===== src/rtl/program_loader.sv =====
// Boot loader: streams program words into the core's instruction image, holding the core in reset while loading.
// Latency: one cycle from an accepted word to load_ins/word_count; core released HOLD_CYCLES edges after the final word.
// Backpressure: in_ready is registered, high for the whole of LOAD, and drops on the edge that accepts the final word.
//
// Ports:
//   clk, reset_n             clock, async active-low reset
//   start                    begin a (re)load; honoured in IDLE or RUN only
//   in_valid/in_data/in_last program word stream (first word -> slot 0)
//   in_ready                 loader accepts a word this cycle
//   load_ins                 instruction image, slot k = bits [32k+31:32k]
//   core_reset               active-high reset to the core
//   word_count               words accepted in the current load
//   busy / done              LOAD or HOLD / RUN
module program_loader #(
   parameter int          WORDS       = 32,
   parameter int          HOLD_CYCLES = 2,
   parameter logic [31:0] NOP_WORD    = 32'h0000_0013
) (
   input  logic                         clk,
   input  logic                         reset_n,
   input  logic                         start,
   input  logic                         in_valid,
   input  logic [31:0]                  in_data,
   input  logic                         in_last,
   output logic                         in_ready,
   output logic [WORDS*32-1:0]          load_ins,
   output logic                         core_reset,
   output logic [$clog2(WORDS+1)-1:0]   word_count,
   output logic                         busy,
   output logic                         done
);

   localparam int             CW        = $clog2(WORDS + 1);
   localparam logic [CW-1:0]  LAST_IDX  = CW'(WORDS - 1);
   localparam logic [3:0]     HOLD_INIT = 4'(HOLD_CYCLES - 1);

   typedef enum logic [1:0] {
      S_IDLE,
      S_LOAD,
      S_HOLD,
      S_RUN
   } state_t;

   state_t     state;
   logic [3:0] hold_cnt;

   // in_ready is only ever high in LOAD, so it doubles as the transfer qualifier.
   logic beat;
   assign beat = in_valid && in_ready;

   always_ff @(posedge clk or negedge reset_n) begin
      if (!reset_n) begin
         state      <= S_IDLE;
         hold_cnt   <= '0;
         load_ins   <= '0;
         core_reset <= 1'b1;
         in_ready   <= 1'b0;
         word_count <= '0;
         busy       <= 1'b0;
         done       <= 1'b0;
      end else begin
         case (state)
            S_IDLE, S_RUN: begin
               if (start) begin
                  // Pre-fill with NOP so a short program never runs stale slots.
                  state      <= S_LOAD;
                  load_ins   <= {WORDS{NOP_WORD}};
                  word_count <= '0;
                  core_reset <= 1'b1;
                  in_ready   <= 1'b1;
                  busy       <= 1'b1;
                  done       <= 1'b0;
               end
            end

            S_LOAD: begin
               if (beat) begin
                  for (int k = 0; k < WORDS; k++) begin
                     if (word_count == CW'(k))
                        load_ins[32*k +: 32] <= in_data;
                  end
                  word_count <= word_count + 1'b1;
                  // The final slot forces completion, so the image can never overflow.
                  if (in_last || (word_count == LAST_IDX)) begin
                     state    <= S_HOLD;
                     in_ready <= 1'b0;
                     hold_cnt <= HOLD_INIT;
                  end
               end
            end

            S_HOLD: begin
               if (hold_cnt == 4'd0) begin
                  state      <= S_RUN;
                  core_reset <= 1'b0;
                  busy       <= 1'b0;
                  done       <= 1'b1;
               end else begin
                  hold_cnt <= hold_cnt - 4'd1;
               end
            end

            default: begin
               state <= S_IDLE;
            end
         endcase
      end
   end

endmodule


===== config.mk =====
export PLATFORM = sky130hd
export DESIGN_NAME = program_loader
export DESIGN_NICKNAME = d
export VERILOG_FILES = /design/src/rtl/program_loader.sv
export SDC_FILE = /design/constraint.sdc
export NUM_CORES = 2
export LEC_CHECK = 0
export ABC_AREA = 1
export BUFFER_PORTS_ARGS = -buffer_cell sky130_fd_sc_hd__buf_2
export CAP_MARGIN = 5
export CELL_PAD_IN_SITES_DETAIL_PLACEMENT = 1
export CELL_PAD_IN_SITES_GLOBAL_PLACEMENT = 1
export CORE_AREA = 2 2 413 415
export CTS_BUF_LIST = sky130_fd_sc_hd__clkbuf_16
export DETAILED_ROUTE_END_ITERATION = 10
export DIE_AREA = 0 0 415 417
export GPL_ROUTABILITY_DRIVEN = 0
export PLACE_DENSITY = 0.6
export SYNTH_ARGS = -nofsm -noshare
export SYNTH_HDL_FRONTEND = slang
export SYNTH_SLANG_ARGS = --single-unit

===== constraint.sdc =====
create_clock -name clk -period 2 [get_ports clk]
set_input_delay 0 -clock clk [delete_from_list [all_inputs] [get_ports clk]]
set_output_delay 0 -clock clk [all_outputs]
set_load 0.05 [all_outputs]

==> After elaboration in Yosys (flattened, before gate mapping) <==
Cells that the tools add are included.
{ "word_totals": {"regBits": 1040, "mem_bits_ro": 0, "n_memories": 0, "ram_bits": 0, "latchBits": 0, "wordCells": 214} }
{ "op_classes": {"n_mul": 0, "n_reduce_logical": 46, "n_mux": 56, "n_lt_le_gt_ge": 0, "shifts": 0, "bitwise_logic": 0, "n_div": 0, "n_eq_ne": 71, "addsub": 2} }
{ "op_table": {"columns": ["op", "n"], "rows": [
  ["$mux W1024", 2],
  ["$pmux W1024 S2", 1],
  ["$mux W32", 32],
  ["$reduce_and A4 Y1", 35],
  ["$eq A6 B5 Y1 const B", 16],
  ["$ne A2 B2 Y1 const B", 37],
  ["$eq A6 B4 Y1 const B", 8],
  ["$eq A6 B3 Y1 const B", 4],
  ["$eq A6 B2 Y1 const B", 2],
  ["$mux W4", 3],
  ["$mux W6", 2],
  ["$pmux W6 S2", 1],
  ["$mux W2", 4],
  ["$pmux W4 S2", 1],
  ["$add A6 B1 Y6 const B", 1],
  ["$eq A6 B1 Y1 const B", 1],
  ["$logic_not A6 Y1", 1],
  ["$mux W1", 6],
  ["$pmux W1 S2", 3],
  ["$pmux W2 S3", 1],
  ["$reduce_and A3 Y1", 2],
  ["$reduce_bool A2 Y1", 3],
  ["$eq A2 B2 Y1 const B", 2],
  ["$logic_not A4 Y1", 1],
  ["other kinds (6)", 6]
]} }

==> Logic depth before layout (Yosys ltp) <==
{ "logic_depth": {"depth_word": 5, "ltp_mapped": 11} }

==> Worst setup path before layout <==
Ideal clock, no wire load.
{ "synth_timing": {"path_kind": "register to register", "from": "register word_count[0]", "to": "register load_ins[491]", "stages_incl_launch_ff": 10, "path_slack_ps": -26, "arrival_ps": 1895, "setup_ps": 130, "synth_period_minus_slack_ps": 2026, "path_cell_list": "dfrtp_1 -> ha_1 -> inv_1 -> nor2_1 -> inv_1 -> o21ai_1 -> nand2_4 -> clkbuf_1 -> nand2_1 -> o21ai_1"} }
{ "synth_between": {"elab_chain_len": 3} }
{ "synth_lines": {"columns": ["element", "line_no", "text"], "rows": [
  ["start: declaration", "28", "output logic [$clog2(WORDS+1)-1:0] word_count,"],
  ["start signal: assignment", "82", "word_count <= word_count + 1'b1;"],
  ["$eq A6 B4 Y1", "79", "if (word_count == CW'(k))"],
  ["$ne A2 B2 Y1 (no line)", null, null],
  ["$reduce_and A4 Y1 (no line)", null, null],
  ["end signal: assignment", "67", "load_ins <= {WORDS{NOP_WORD}};"],
  ["end signal: indexed assignment", "80", "load_ins[32*k +: 32] <= in_data;"],
  ["end: declaration", "26", "output logic [WORDS*32-1:0] load_ins,"]
]} }
Every way passes these cells.
A chain may end at the register's enable or synchronous reset.

==> Worst setup path after layout <==
{ "layout_timing": {"from": "register state[0]", "to": "register load_ins[875]"} }
{ "layout_between": {"elab_chain_len": 4} }
{ "layout_lines": {"columns": ["element", "line_no", "text"], "rows": [
  ["start: declaration", "44", "state_t state;"],
  ["start signal: assignment", "53", "state <= S_IDLE;"],
  ["start signal: assignment", "66", "state <= S_LOAD;"],
  ["start signal: assignment", "85", "state <= S_HOLD;"],
  ["$eq A2 B2 Y1 / $logic_not A2 Y1 (equally long branches)", "62", "case (state)"],
  ["$reduce_or A2 Y1", "62", null],
  ["$ne A2 B2 Y1 (no line) / $reduce_bool A2 Y1 (equally long branches)", null, null],
  ["$reduce_and A4 Y1 (no line)", null, null]
]} }
Several ways; a longest one is shown, not always the timed one.

==> out/metrics.cfg <==
[synthesis]
yosysWarnings = 0
syn_inst = 3619
muxShareOfSynthArea = 0
synth_nets = 3664
synth-xor-area-share = 0
synth_cell_type_count = 20
synth_seq_cells = 1040
synth_compound_area_frac = 0.143
synth_top_family_by_area = compound AO/OA/AOI/OAI gates
ys_seq_area_frac = 0.693
synth_simple_gate_area_frac = 0.124
syn_avg_cell_area_sq_um = 10.4
synth_adder_area_share = 0.00266
synth_area_sq_um = 37600

[die]
num_rows = 151
die_x_um = 415
io_pins = 1071
start_util = 0.223
dieArea_sq_um = 173000
coreArea_sq_um = 169000
die_y_um = 417

[timing]
tns_ps = -273
setup_violations = 23
period_share = 1.01
finalHoldViolCount = 0
skew_ps = 29.9
slew_violations = 0
fin_ws_ps = -25.8
final.min_clock_period_ps = 2030
maxSlewHeadroom = 0.578
fmax_ghz = 0.494
worstMarginPinSlew_ps = 633
rsz0062_at_grt = yes
whs_ps = 181

[cts]
clockBufferDepth = 3
tritoncts = done
clock_sinks = 1040
clock_latency_ps = 770
cts.clk_slew.worst_paths_ps = 60
cts_made_buffers = 115
htree_levels = 3
root_buffer = clkbuf_16

[routing]
drc_errors = 0
routed_wl_um = 189000
avgRoutedWirePerCell_um = 26.3
ant_nets = 0
vias = 32470
via_per_inst = 4.53
firstDrtPassIters = 5
drt-initial-drc-count = 2345

[worst_setup_path]
crit_slowest_cell = dfrtp_1
max_stage_delay_ps = 400
endpoint_kind = flip-flop
crit_required_ps = 2620
crit_type = flip-flop to flip-flop
startpoint_type = flip-flop
crit_chain = buf_6 > ha_4 > nand2_4 > nand2_4 > a21oi_4 > buf_6 > buf_12 > nand2_8 > clkbuf_16 > nand2_2 > o21ai_0
worstPathArrival_ps = 2640
worstPathMaxFanout = 16

[place]
port_buffers = 1070
hpwl_um = 122000
dp_slack_ps = -215
place_area_sq_um = 47600

[final_layout]
synthToLayoutAreaGrowth_pct = 44.5
fin_nets = 4899
stdcell_area_sq_um = 54300
nFillCells = 19229
final_layout_size_suffix_gt1_frac = 0.361

[global_routing]
gr-usage-all-layers = 0.195
grt_max_degree = 76
overflow = 0
grt_antenna_before_repair = 10
grt_pass1_wl_um = 244000
first_global_vias = 32686

[run_status]
status = finished, violations left
violations = negative setup slack

[worst_hold_path]
worstHoldPathType = primary input to flip-flop

[run]
maxCapViolCount = 0

[metrics by stage]
stage / cells / utilization
floorplan: 3619 / -
global placement: 6840 / 0.283
detailed placement: 6840 / 0.283
CTS: 7098 / 0.308
global route: 7170 / 0.322
finish: 7175 / 0.322
[cell usage in the layout, fill, tap and decap left out, drive strengths merged]
master	Yosys	final
inv	26	54
clkinv	0	58
buf	122	1346
dfrtp	1039	1039
clkinvlp	0	2
dlygate4sd3	0	36
nand2	1144	1144
o211ai	1	1
nand4	11	11
ha	8	8
diode	0	6
nand3	8	8
o21ai	1063	1063
nor2	13	13
clkbuf	180	155
bufinv	0	9
a21oi	3	3
dfstp	1	1
[cell type report]
type	instances	area (sq um)	share of cell area
Tap cell	2218	2780	0.0511
Multi-Input combinational cell	2251	11200	0.206
Timing Repair Buffer	1420	10500	0.194
Inverter	26	97.6	0.00180
Sequential cell	1040	26000	0.480
Clock buffer	117	2930	0.0539
Antenna cell	6	15.0	0.000277
Clock inverter	97	734	0.0135
[worst max-delay path: cells and delay by family, from the launching register on]
family / cells / cell delay (ps)
compound gates: 2 / 240
fa+ha+maj: 1 / 180
buf+inv: 4 / 720
flops: 1 / 400
simple gates: 4 / 340
[flip-flops by register name (all words and copies together), names as in the netlist]
signal and count:
done 1, busy 1, in_ready 1, state 2, load_ins 1024, core_reset 1, hold_cnt 4, word_count 6
[cell families after synthesis]
kind of cell	Yosys count
AOI/OAI and AO/OA	1067
adders and majority gates	8
and+or+nand+nor	1176
DFF	1040
buffers and inverters	328
[synthesized netlist by cell type, drive strengths merged]
cell	number	area share
clkbuf	180	0.018
nand3	8	0.0011
nand2	1144	0.12
o21ai	1063	0.14
dfrtp	1039	0.69
dfstp	1	0.00070
nor2	13	0.0013
o211ai	1	0.00020
nand4	11	0.0018
inv	26	0.0026
buf	122	0.017
a21oi	3	0.00070
ha	8	0.0027
[layer usage]
layer  up-vias  GRT usage  wire (um)
met3       348     0.0490      12200
met4         0     0.0982       9270
met5         -          0          0
met1     16628      0.230      72900
met2      1080      0.329      94500
li1      14414          -          -
[worst paths after layout]
| kind | endpoint | slack, ps | from | cells after the start |
|---|---|---|---|---|
| min reg2reg | core_reset | 460 | core_reset | 2 |
| max in group asynchronous | load_ins[187] | 1230 | reset_n | 4 |
| max | load_ins[875] | -30 | state[0] | 11 |
| min in group asynchronous | load_ins[233] | 190 | reset_n | 3 |
| min | load_ins[115] | 180 | in_data[19] | 4 |
| max reg2reg | load_ins[875] | -30 | state[0] | 11 |
[what timing repair did]
action | in CTS | in global routing
setup endpoints to repair | 607 | 1001
gates resized for setup | 38 | 416
hold buffers | 37 | 0
buffers inserted | 3 | 14
hold endpoints to repair | 2080 | 0
pin swaps | 1 | 19
cloned | 4 | 58
Power is left out: the tool's default activity adds up to more than one toggle a clock period on the data nets, which glitch-free logic cannot reach.
